## config.mk

```make
export PLATFORM = sky130hd
export DESIGN_NAME = cordic_pair_scheduler
export DESIGN_NICKNAME = d
export VERILOG_FILES = /design/src/rtl/cordic_pair_scheduler.sv
export SDC_FILE = /design/constraint.sdc
export NUM_CORES = 1
export LEC_CHECK = 0
export ABC_AREA = 1
export ABC_CLOCK_PERIOD_IN_PS = 4600
export CAP_MARGIN = 20
export CORE_AREA = 5 5 189 191
export DETAILED_ROUTE_END_ITERATION = 12
export DIE_AREA = 0 0 194 196
export PLACE_DENSITY = 0.68
export SYNTH_ARGS = -nofsm -noshare
export SYNTH_HDL_FRONTEND = slang
export SYNTH_SLANG_ARGS = --single-unit
```

## constraint.sdc

```tcl
create_clock -name clk -period 4.6 [get_ports clk]
set_input_delay 0.92 -clock clk [delete_from_list [all_inputs] [get_ports clk]]
set_output_delay 0.92 -clock clk [all_outputs]
set_load 0.02 [all_outputs]
```

## src/rtl/cordic_pair_scheduler.sv

```systemverilog
// Shares one CORDIC pair stage between two requesters: round-robin issue at the stage cadence,
// credit-limited in-flight tracking with an owner-tag FIFO, and per-pair response reassembly.
module cordic_pair_scheduler #(
   parameter int unsigned CORDIC_DATA_WIDTH = 22,
   parameter int unsigned FLOAT_DATA_WIDTH  = 32,
   parameter int unsigned MAX_INFLIGHT      = 4
) (
   input  logic                           clk,
   input  logic                           rst,
   input  logic                           clk_en,
   input  logic [1:0]                     req_valid,
   output logic [1:0]                     req_ready,
   input  logic [2*CORDIC_DATA_WIDTH-1:0] req_x_one,
   input  logic [2*CORDIC_DATA_WIDTH-1:0] req_x_two,
   input  logic [2*FLOAT_DATA_WIDTH-1:0]  req_one_sq,
   input  logic [2*FLOAT_DATA_WIDTH-1:0]  req_two_sq,
   output logic                           stage_start,
   output logic [CORDIC_DATA_WIDTH-1:0]   stage_x_one,
   output logic [CORDIC_DATA_WIDTH-1:0]   stage_x_two,
   output logic [FLOAT_DATA_WIDTH-1:0]    stage_one_sq,
   output logic [FLOAT_DATA_WIDTH-1:0]    stage_two_sq,
   input  logic [CORDIC_DATA_WIDTH-1:0]   stage_result,
   input  logic [FLOAT_DATA_WIDTH-1:0]    stage_squared,
   input  logic                           stage_valid,
   input  logic                           stage_cleared,
   output logic                           resp_valid,
   output logic                           resp_id,
   output logic [CORDIC_DATA_WIDTH-1:0]   resp_result_a,
   output logic [CORDIC_DATA_WIDTH-1:0]   resp_result_b,
   output logic [FLOAT_DATA_WIDTH-1:0]    resp_sq_a,
   output logic [FLOAT_DATA_WIDTH-1:0]    resp_sq_b,
   output logic                           idle,
   output logic                           err_orphan
);

   localparam int unsigned CW    = CORDIC_DATA_WIDTH;
   localparam int unsigned FW    = FLOAT_DATA_WIDTH;
   localparam int unsigned PTR_W = $clog2(MAX_INFLIGHT);
   localparam int unsigned CNT_W = PTR_W + 1;

   typedef enum logic [1:0] {ST_IDLE, ST_ISSUE, ST_GAP} state_t;

   state_t            state_q, state_d;
   logic              rr_q, rr_d;
   logic [CNT_W-1:0]  inflight_q, inflight_d;
   logic [PTR_W-1:0]  wr_ptr_q, wr_ptr_d, rd_ptr_q, rd_ptr_d;
   logic [MAX_INFLIGHT-1:0] tag_q, tag_d;
   logic              half_q, half_d;
   logic [CW-1:0]     half_res_q, half_res_d;
   logic [FW-1:0]     half_sq_q, half_sq_d;
   logic              start_q, start_d;
   logic [CW-1:0]     sx_one_q, sx_one_d, sx_two_q, sx_two_d;
   logic [FW-1:0]     s_one_sq_q, s_one_sq_d, s_two_sq_q, s_two_sq_d;
   logic              rv_q, rv_d, rid_q, rid_d;
   logic [CW-1:0]     ra_q, ra_d, rb_q, rb_d;
   logic [FW-1:0]     rsa_q, rsa_d, rsb_q, rsb_d;
   logic              idle_q, idle_d, orphan_q, orphan_d;

   logic complete, first_elem, orphan_hit, can_grant, grant, grant_id;

   // Grant, return-path decode and next-state computation
   always_comb begin
      req_ready  = 2'b00;
      state_d    = state_q;
      rr_d       = rr_q;
      inflight_d = inflight_q;
      wr_ptr_d   = wr_ptr_q;
      rd_ptr_d   = rd_ptr_q;
      tag_d      = tag_q;
      half_d     = half_q;
      half_res_d = half_res_q;
      half_sq_d  = half_sq_q;
      sx_one_d   = sx_one_q;
      sx_two_d   = sx_two_q;
      s_one_sq_d = s_one_sq_q;
      s_two_sq_d = s_two_sq_q;
      rid_d      = rid_q;
      ra_d       = ra_q;
      rb_d       = rb_q;
      rsa_d      = rsa_q;
      rsb_d      = rsb_q;

      complete   = stage_valid & half_q;
      first_elem = stage_valid & ~half_q & (inflight_q != '0);
      orphan_hit = stage_valid & ~half_q & (inflight_q == '0);

      // A completion in this cycle frees its credit for a same-cycle grant
      can_grant  = rst & clk_en & (state_q == ST_IDLE) &
                   ((inflight_q < CNT_W'(MAX_INFLIGHT)) | complete);
      grant      = can_grant & (|req_valid);
      grant_id   = req_valid[rr_q] ? rr_q : ~rr_q;

      if (grant) begin
         req_ready[grant_id] = 1'b1;
      end

      unique case (state_q)
         ST_IDLE:  if (grant) state_d = ST_ISSUE;
         ST_ISSUE: state_d = ST_GAP;
         ST_GAP:   state_d = ST_IDLE;
         default:  state_d = ST_IDLE;
      endcase

      if (grant) begin
         rr_d            = ~grant_id;
         tag_d[wr_ptr_q] = grant_id;
         wr_ptr_d        = wr_ptr_q + PTR_W'(1);
         sx_one_d        = grant_id ? req_x_one[2*CW-1:CW]  : req_x_one[CW-1:0];
         sx_two_d        = grant_id ? req_x_two[2*CW-1:CW]  : req_x_two[CW-1:0];
         s_one_sq_d      = grant_id ? req_one_sq[2*FW-1:FW] : req_one_sq[FW-1:0];
         s_two_sq_d      = grant_id ? req_two_sq[2*FW-1:FW] : req_two_sq[FW-1:0];
      end

      unique case ({grant, complete})
         2'b10:   inflight_d = inflight_q + CNT_W'(1);
         2'b01:   inflight_d = inflight_q - CNT_W'(1);
         default: inflight_d = inflight_q;
      endcase

      if (first_elem) begin
         half_d     = 1'b1;
         half_res_d = stage_result;
         half_sq_d  = stage_squared;
      end

      if (complete) begin
         half_d   = 1'b0;
         rd_ptr_d = rd_ptr_q + PTR_W'(1);
         rid_d    = tag_q[rd_ptr_q];
         ra_d     = half_res_q;
         rsa_d    = half_sq_q;
         rb_d     = stage_result;
         rsb_d    = stage_squared;
      end

      start_d  = grant;
      rv_d     = complete;
      orphan_d = orphan_q | orphan_hit;
      idle_d   = (state_d == ST_IDLE) & (inflight_d == '0) & stage_cleared;
   end

   always_ff @(posedge clk) begin
      if (!rst) begin
         state_q    <= ST_IDLE;
         rr_q       <= 1'b0;
         inflight_q <= '0;
         wr_ptr_q   <= '0;
         rd_ptr_q   <= '0;
         tag_q      <= '0;
         half_q     <= 1'b0;
         half_res_q <= '0;
         half_sq_q  <= '0;
         start_q    <= 1'b0;
         sx_one_q   <= '0;
         sx_two_q   <= '0;
         s_one_sq_q <= '0;
         s_two_sq_q <= '0;
         rv_q       <= 1'b0;
         rid_q      <= 1'b0;
         ra_q       <= '0;
         rb_q       <= '0;
         rsa_q      <= '0;
         rsb_q      <= '0;
         idle_q     <= 1'b0;
         orphan_q   <= 1'b0;
      end else begin
         state_q    <= state_d;
         rr_q       <= rr_d;
         inflight_q <= inflight_d;
         wr_ptr_q   <= wr_ptr_d;
         rd_ptr_q   <= rd_ptr_d;
         tag_q      <= tag_d;
         half_q     <= half_d;
         half_res_q <= half_res_d;
         half_sq_q  <= half_sq_d;
         start_q    <= start_d;
         sx_one_q   <= sx_one_d;
         sx_two_q   <= sx_two_d;
         s_one_sq_q <= s_one_sq_d;
         s_two_sq_q <= s_two_sq_d;
         rv_q       <= rv_d;
         rid_q      <= rid_d;
         ra_q       <= ra_d;
         rb_q       <= rb_d;
         rsa_q      <= rsa_d;
         rsb_q      <= rsb_d;
         idle_q     <= idle_d;
         orphan_q   <= orphan_d;
      end
   end

   assign stage_start   = start_q;
   assign stage_x_one   = sx_one_q;
   assign stage_x_two   = sx_two_q;
   assign stage_one_sq  = s_one_sq_q;
   assign stage_two_sq  = s_two_sq_q;
   assign resp_valid    = rv_q;
   assign resp_id       = rid_q;
   assign resp_result_a = ra_q;
   assign resp_result_b = rb_q;
   assign resp_sq_a     = rsa_q;
   assign resp_sq_b     = rsb_q;
   assign idle          = idle_q;
   assign err_orphan    = orphan_q;

endmodule
```

=== Word-level counts from Yosys, hierarchy flattened ===
Cells that the tools add are included.
Widths: inputs -> output; s select.

* Bits in registers: 290
* Output and inout port bits: 223

* Add/sub/neg operators: 4
* Order comparisons: 7
* Equality and inequality tests: 3
* Multiplexer cells: 18
* Bitwise operators: 16
* Reductions and logical operators: 9

{| class="wikitable"
|+ Operators with widths
! kind !! number
|-
| $mux 32 || 2
|-
| $mux 22 || 2
|-
| $and 1x1->1 || 10
|-
| $logic_not 3->1 || 2
|-
| $lt 2x3->1 const B || 2
|-
| $mux 1 || 6
|-
| $pmux 3 s2 || 1
|-
| $add 2x1->2 const B || 2
|-
| $bwmux 4 || 1
|-
| $eq 2x1->1 const B || 2
|-
| $logic_not 2->1 || 2
|-
| $lt 1x2->1 const B || 2
|-
| $mux 2 || 2
|-
| $not 1->1 || 4
|-
| $pmux 2 s2 || 1
|-
| $reduce_or 2->1 || 2
|-
| $add 3x1->3 const B || 1
|-
| $lt 3x3->1 const B || 1
|-
| $reduce_bool 3->1 || 1
|-
| $sub 3x1->3 const B || 1
|-
| $bmux 1 s2 || 1
|-
| $demux 1 s2 || 1
|-
| $eq 2x2->1 const B || 1
|-
| $ge 2x1->1 const B || 1
|-
| other kinds (4) || 6
|}

=== Depth between registers and ports, before layout ===
Gate-level depths: netlist of run 1.

* Depth after elaboration: 9
* Depth in mapped cells: 14

=== Least setup slack after synthesis of run 1 ===
Ideal clock, no wire load.

* Path kind: in2out
* From: input rst
* To: output req_ready[1]
* Arrival: 1.910 ns
* Setup slack: 1.770 ns
* Stages: 6
* Buffers on the path: 2
* Cell sequence: buf_2 -> nand2_2 -> nor2_2 -> nand2_2 -> buf_2 -> nor2_1

* Cells in the longest elaborated chain, start to end: 5

{| class="wikitable"
|+ RTL lines
! item !! RTL line !! text
|-
| start, declared || 9 || <nowiki>input logic rst,</nowiki>
|-
| $and 1x1->1 (3 in a row) || 88 || <nowiki>can_grant = rst & clk_en & (state_q == ST_IDLE) &</nowiki>
|-
| $and 1x1->1 || 90 || <nowiki>grant = can_grant & (|req_valid);</nowiki>
|-
| $mux 2 || 93 || <nowiki>if (grant) begin</nowiki>
|-
| end, declared || 12 || <nowiki>output logic [1:0] req_ready,</nowiki>
|}

Every way passes these cells.

=== Final worst setup path of run 1 ===
* From: input req_valid[0]
* To: output req_ready[1]

* Cells in the longest elaborated chain, start to end: 8
* Elaborated cells on any way between the ends: 11

{| class="wikitable"
|+ RTL lines
! item !! RTL line !! text
|-
| start, declared || 11 || <nowiki>input logic [1:0] req_valid,</nowiki>
|-
| $mux 1 (not written as such) (2 in a row) || 91 || <nowiki>grant_id = req_valid[rr_q] ? rr_q : ~rr_q;</nowiki>
|-
| $mux 1 || 91 ||
|-
| $lt 1x2->1 (not written as such) or $ge 1x1->1 (tied branches) || 94 || <nowiki>req_ready[grant_id] = 1'b1;</nowiki>
|-
| $logic_and 1x1->1 (not written as such) || 94 ||
|-
| $mux 1 (not written as such) || 94 ||
|-
| $demux 1 s1 || 94 ||
|-
| $mux 2 (*) || 93 ||
|}

Every way passes the cells marked *; elsewhere a longest branch is shown, timed or not. The select of a mux whose other input is x is not followed.

==> run summary, run 1 <==
Worst setup path
* Arr. time, crit path: 3030 ps
* highest-delay cell along the critical path: clkdlybuf4s50_1
* Worst EP required: 3680 ps
* kind of capture point of the worst setup path: primary output
* logic depth of the worst register-to-register path: 8
* maximum fanout count along the critical path: 21
* worst path cell trace: clkdlybuf4s50_1 > nor2_1 > a21oi_2 > nand2_4 > nor2_1 > clkdlybuf4s50_1
* worst flop-to-flop path startpoint: rr_q
* setup slack, reg-to-reg: 2180 ps
* startpoint types: input pin
* endpoint of the lowest-slack register-to-register path: stage_one_sq[6]
* critical setup path kind: in -> out
* crit-path max cell delay: 630 ps

Yosys
* leading post-synthesis cells by instance count: nand2_1, dfxtp_1, a21oi_1, inv_1, o21ai_0
* syn avg cell area: 7.50 µm²
* Synth cell types: 24
* EDFF count, synth: 0
* area share of the leading cell type in the synthesized netlist: 52.3%
* cell area after synthesis: 11,100 µm²
* top cells by area in the synthesized netlist: dfxtp_1, nand2_1, a21oi_1
* Main synth FF type: dfxtp_1
* flip-flop and latch count after synthesis: 290
* number of instances in the synthesized netlist: 1,481
* Yosys warning total: 0
* Synthesized Nets: 1,764
* share of async-settable or async-resettable flops after synthesis: 0%
* cell type contributing the most total cell area after synthesis: dfxtp_1
* sequential share of the synthesized area: 52.3%
* count leader, synth: nand2_1

Floorplanning
* initial core utilization: 32.7%
* standard cell core area: 33,900 µm²
* # rows: 68
* I/O pin count: 500
* Die W: 194 µm
* vertical die dimension: 196 µm
* DIE AREA: 38,000 µm²

GRT
* total congestion overflow: 0
* first-pass GRT wire length: 64,100 µm
* vias in the first global route: 11,000
* pin count of the biggest net entering global routing: 98
* overall routing resource usage: 20.9%
* initial antenna violation count: 7

Placed design
* DP HPWL: 30,600 µm
* number of port buffers: 499
* post-place instance area: 16,400 µm²
* gpl congestion: 1.03

Cells and area
* Finished Cell Area: 17,500 µm²
* Layout Area Growth over Synthesis: 57.1%
* final-layout fill cell count: 3,227
* proportion of layout cells with a drive suffix above 1: 4.21%
* # diodes: 0
* Post-Route Utilization: 51.4%
* NumNets Final: 2,209

Clock network
* Hold Buf Count CTS: 0
* TritonCTS clock tree: built
* Clock Path Buffers: 3
* insertion delay to the later sink of the worst-skew pair: 550 ps
* TritonCTS buffer count: 31
* Clock Tree Root: clkbuf_16
* clk sinks: 290
* number of setup buffers added after CTS: 0
* quantity of gates resized following cts: 0
* Clock transition at path regs: 60 ps
* H-tree Lvls: 1

Detailed routing
* Vias per Instance: 4.64
* number of vias after detailed routing: 11,200
* Iter 0 DRT Violations: 515
* Detailed Routing Iterations Pass 1: 4
* wire length per cell: 17.6 µm
* DRC violations left: 0
* wire length reported by the detailed router: 42,200 µm
* number of antenna-violating nets in the routed design: 0

Worst hold path
* path category of the worst min-delay check: reg -> reg
* Worst Hold Endpoint: half_res_q[13]
* Worst Hold Launch: half_res_q[13]
* WHS Path Cells: 2

Timing
* part of the cycle the worst path needs: 85.9%
* setup clock skew after layout: 14.8 ps
* max-slew violation total from the final report: 0
* RSZ-0062 raised after global routing: no
* total setup violations reported at the end of the flow: 0
* post-layout min period: 3950 ps
* worst max-slew margin expressed relative to the limit: 44.6%
* sum of negative setup slack: 0 ps
* fmax: 253 MHz
* slew of the pin with the lowest slew margin: 832 ps
* number of hold-slack violations in the final timing report: 0

Power
* worst voltage drop across the vdd grid: 0.261 mV
* leak pwr: 6.80 nW
* Cell Pwr Density: 362 nW/µm²

Flow run
* max_cap viols: 0

Outcome
* outcome: finished, final reports clean

## cells by family (layout without fill, tap and decap cells)
kind of cell | Yosys count | after routing | share of synthesized area [%]
adder cells (fa/ha/maj) | 6 | 6 | 0.743
AO/OA/AOI/OAI | 338 | 338 | 17.1
buffers and inverters | 182 | 651 | 6.99
AND/OR/NAND/NOR | 663 | 663 | 22.7
flip-flops | 290 | 290 | 52.3
XOR/XNOR | 2 | 2 | 0.158
## metrics by stage
step	hold slack (ps)	setup slack (ps)	total power [mW]	cells
4_1_cts	450	639	6.39	2405
3_5_place_dp	440	644	3.77	2348
6_report	448	647	6.31	2405
2_1_floorplan	425	1770	3.25	1481
3_3_place_gp	434	682	3.76	2348
5_1_grt	465	539	6.59	2405
## worst max-delay path by stage
stage | start | end | depth (start not counted)
2_1_floorplan | rst | req_ready[1] | 6
3_3_place_gp | req_valid[0] | req_ready[1] | 6
3_5_place_dp | req_valid[0] | req_ready[1] | 6
4_1_cts | req_valid[0] | req_ready[1] | 6
5_1_grt | req_valid[0] | req_ready[1] | 6
6_report | req_valid[0] | req_ready[1] | 6
## where the power goes
group / internal, mW / switching (mW) / total, mW / leakage (nW)
clock: 1.57 / 1.03 / 2.60 / 0.525
combinational: 0.473 / 0.546 / 1.02 / 3.92
sequential: 2.64 / 0.0530 / 2.69 / 2.35
## layer usage
layer  GRT usage [%]  part of all wire (%)
met5               0                  0.16
met4            5.44                   2.7
met3            6.75                   8.4
met2            36.0                    48
met1            25.2                    41
## sequential cells by signal, indices dropped and copies added, names as in the netlist, 2 cells and up
register       flops
half_res_q        22
half_sq_q         32
inflight_q         3
rd_ptr_q           2
resp_result_a     22
resp_result_b     22
resp_sq_a         32
resp_sq_b         32
stage_one_sq      32
stage_two_sq      32
stage_x_one       22
stage_x_two       22
state_q            2
tag_q              4
wr_ptr_q           2
## worst max-delay path, delay by kind of cell
kind,cells,cell delay (ps)
buffers and inverters,2,1200
AND/OR/NAND/NOR,3,630
AO/OA/AOI/OAI,1,270
## layout by cell type (no fill, tap or decap), types with 5 or more instances in the layout
master and instances:
nand2_1 619, clkdlybuf4s50_1 498, dfxtp_1 290, a21oi_1 168, inv_1 78, o21ai_0 76
a22o_1 54, o21ai_1 38, clkbuf_16 31, nor2_1 22, nand3_1 13, buf_4 10
clkbuf_8 7, clkinv_2 6, ha_1 5
## cell type report
type | instances | area (µm²) | share of cell area, %
Clock buffer | 41 | 883 | 5.06
Clock inverter | 16 | 201 | 1.15
Inverter | 82 | 312 | 1.79
Multi-Input combinational cell | 1009 | 4560 | 26.1
Sequential cell | 290 | 5810 | 33.3
Tap cell | 455 | 569 | 3.26
Timing Repair Buffer | 512 | 5120 | 29.4
Power figures use the tool's default switching activity.
==> inputs of run 2 (changes only) <==
--- a/config.mk
+++ b/config.mk
@@ -6,11 +6,11 @@
 export NUM_CORES = 1
 export LEC_CHECK = 0
 export ABC_AREA = 1
-export ABC_CLOCK_PERIOD_IN_PS = 4600
+export ABC_CLOCK_PERIOD_IN_PS = 3200
 export CAP_MARGIN = 20
-export CORE_AREA = 5 5 189 191
+export CORE_AREA = 5 5 193 195
 export DETAILED_ROUTE_END_ITERATION = 12
-export DIE_AREA = 0 0 194 196
+export DIE_AREA = 0 0 198 200
 export PLACE_DENSITY = 0.68
 export SYNTH_ARGS = -nofsm -noshare
 export SYNTH_HDL_FRONTEND = slang
==> constraint.sdc (replaced) <==
create_clock -name clk -period 3.2 [get_ports clk]
set_input_delay 0.64 -clock clk [delete_from_list [all_inputs] [get_ports clk]]
set_output_delay 0.64 -clock clk [all_outputs]
set_load 0.02 [all_outputs]
==> run summary, run 2 (synthesized netlist as in run 1, its figures left out) <==
Outcome
* outcome: finished, final reports clean

Timing
* slew of the pin with the lowest slew margin: 926 ps, +94.4 ps
* number of hold-slack violations in the final timing report: 0, unchanged
* post-layout min period: 3020 ps
* part of the cycle the worst path needs: 94.3%
* worst max-slew margin expressed relative to the limit: 38.3%, -6.3 points
* sum of negative setup slack: 0 ps, unchanged
* Worst Hold Slack: 445 ps, -2.75 ps
* setup clock skew after layout: 16.0 ps, +1.17 ps
* max-slew violation total from the final report: 0, unchanged
* RSZ-0062 raised after global routing: no
* fmax: 332 MHz
* total setup violations reported at the end of the flow: 0, unchanged

GRT
* overall routing resource usage: 19.6%, -1.3 points
* first-pass GRT wire length: 62,300 µm, -2.9%
* vias in the first global route: 11,100, +0.84%
* total congestion overflow: 0, unchanged
* initial antenna violation count: 2, -5
* pin count of the biggest net entering global routing: 119, +21%

Power
* worst voltage drop across the vdd grid: 0.370 mV, +42%
* Cell Pwr Density: 515 nW/µm², +42%
* leak pwr: 6.85 nW, +0.67%

Floorplanning
* DIE AREA: 39,600 µm², +4.1%
* standard cell core area: 35,200 µm², +3.8%
* I/O pin count: 500, unchanged
* Die W: 198 µm, +2.1%
* # rows: 69, +1.5%
* vertical die dimension: 200 µm, +2.0%
* initial core utilization: 31.5%, -1.2 points

Detailed routing
* Detailed Routing Iterations Pass 1: 5, +1
* number of antenna-violating nets in the routed design: 0, unchanged
* wire length reported by the detailed router: 41,500 µm, -1.7%
* DRC violations left: 0, unchanged
* wire length per cell: 17.2 µm, -2.2%
* Iter 0 DRT Violations: 324, -37%
* number of vias after detailed routing: 11,300, +0.81%
* Vias per Instance: 4.66, +0.31%

Clock network
* insertion delay to the later sink of the worst-skew pair: 490 ps, -60 ps
* TritonCTS buffer count: 34, +9.7%
* Clock transition at path regs: 50 ps, about the same
* Clock Tree Root: clkbuf_16
* Clock Path Buffers: 3, unchanged
* Hold Buf Count CTS: 0, unchanged
* H-tree Lvls: 2, +1
* clk sinks: 290, unchanged
* TritonCTS clock tree: built
* quantity of gates resized following cts: 0, unchanged
* number of setup buffers added after CTS: 0, unchanged

Cells and area
* proportion of layout cells with a drive suffix above 1: 4.29%, +0.089 points
* Post-Route Utilization: 49.7%, -1.7 points
* Finished Cell Area: 17,500 µm², +0.37%
* NumNets Final: 2,218, +0.41%
* # diodes: 0, unchanged
* Layout Area Growth over Synthesis: 57.6%
* final-layout fill cell count: 3,387, +5.0%
* most common library cell in the layout ignoring fill and taps: nand2_1
* most used cells in the layout excluding fill and tap cells: nand2_1, clkdlybuf4s50_1, dfxtp_1

Placed design
* post-place instance area: 16,400 µm², +0.50%
* number of port buffers: 499, unchanged
* DP HPWL: 30,200 µm, -1.3%
* gpl congestion: 0.917, -11%

Flow run
* max_cap viols: 0, unchanged

Worst hold path
* Worst Hold Endpoint: half_res_q[7]
* path category of the worst min-delay check: reg -> reg
* Worst Hold Launch: half_res_q[7]
* WHS Path Cells: 2, unchanged

Worst setup path
* Worst EP required: 2560 ps, -1120 ps
* maximum fanout count along the critical path: 5, -76%
* Arr. time, crit path: 2380 ps, -650 ps
* setup slack, reg-to-reg: 1040 ps, -1140 ps
* worst flop-to-flop path startpoint: half_q
* logic depth of the worst register-to-register path: 11, +3
* critical setup path kind: in -> out
* kind of capture point of the worst setup path: primary output
* endpoint of the lowest-slack register-to-register path: idle
* startpoint types: input pin

==> run 2: cell types whose count changed in the layout (fill, tap and decap cells not counted), sizes merged <==
| cell | delta |
|---|---|
| inv | -1 |
| buf | +6 |
| clkinvlp | -3 |
| clkbuf | +10 |
| clkinv | -2 |
| bufinv | -4 |
==> run 2: critical path, stage by stage <==
cell,delay (ps)
clkdlybuf4s50_1,500
nand2_2,90
a21oi_2,190
nand2_4,90
nor2_1,150
clkdlybuf4s50_1,710
==> run 2: per-stage QoR <==
step                instances  power, mW  setup slack [ps]
CTS                      2417       9.15               156
floorplan                1481       4.67               737
detailed placement       2360       5.44               158
finish                   2417       9.02               184
global route             2417       9.46              76.8
global placement         2360       5.42               185
==> run 2: area by class of cell <==
| type | count | area (µm²) | area share, % |
|---|---|---|---|
| Clock inverter | 6 | 40.0 | 0.229 |
| Inverter | 82 | 312 | 1.78 |
| Tap cell | 461 | 577 | 3.29 |
| Sequential cell | 290 | 5810 | 33.1 |
| Clock buffer | 51 | 1030 | 5.86 |
| Timing Repair Buffer | 518 | 5190 | 29.7 |
| Multi-Input combinational cell | 1009 | 4560 | 26.0 |
==> run 2: worst max path at each step <==
stage                startpoint            to  slack [ps]  cells past startpoint
finish              stage_valid  req_ready[0]         180                      6
global route        stage_valid  req_ready[0]          80                      6
CTS                 stage_valid  req_ready[0]         160                      6
detailed placement  stage_valid  req_ready[0]         160                      6
global placement    stage_valid  req_ready[0]         180                      6
floorplan                   rst          idle         740                     12
==> run 2: routing by layer <==
layer  wire length [µm]  up-vias  track usage (%)
met4               1290        4             6.17
met2              19900      386             34.3
li1                   -     5626                -
met5                 21        -                0
met1              16600     5179             22.7
met3               3690       63             6.63
==> run 2: report_power, final <==
group / leakage [nW] / total [mW] / switching (mW) / internal (mW)
clock network: 0.525 / 3.67 / 1.46 / 2.21
logic: 3.97 / 1.48 / 0.790 / 0.689
registers: 2.35 / 3.87 / 0.0775 / 3.80
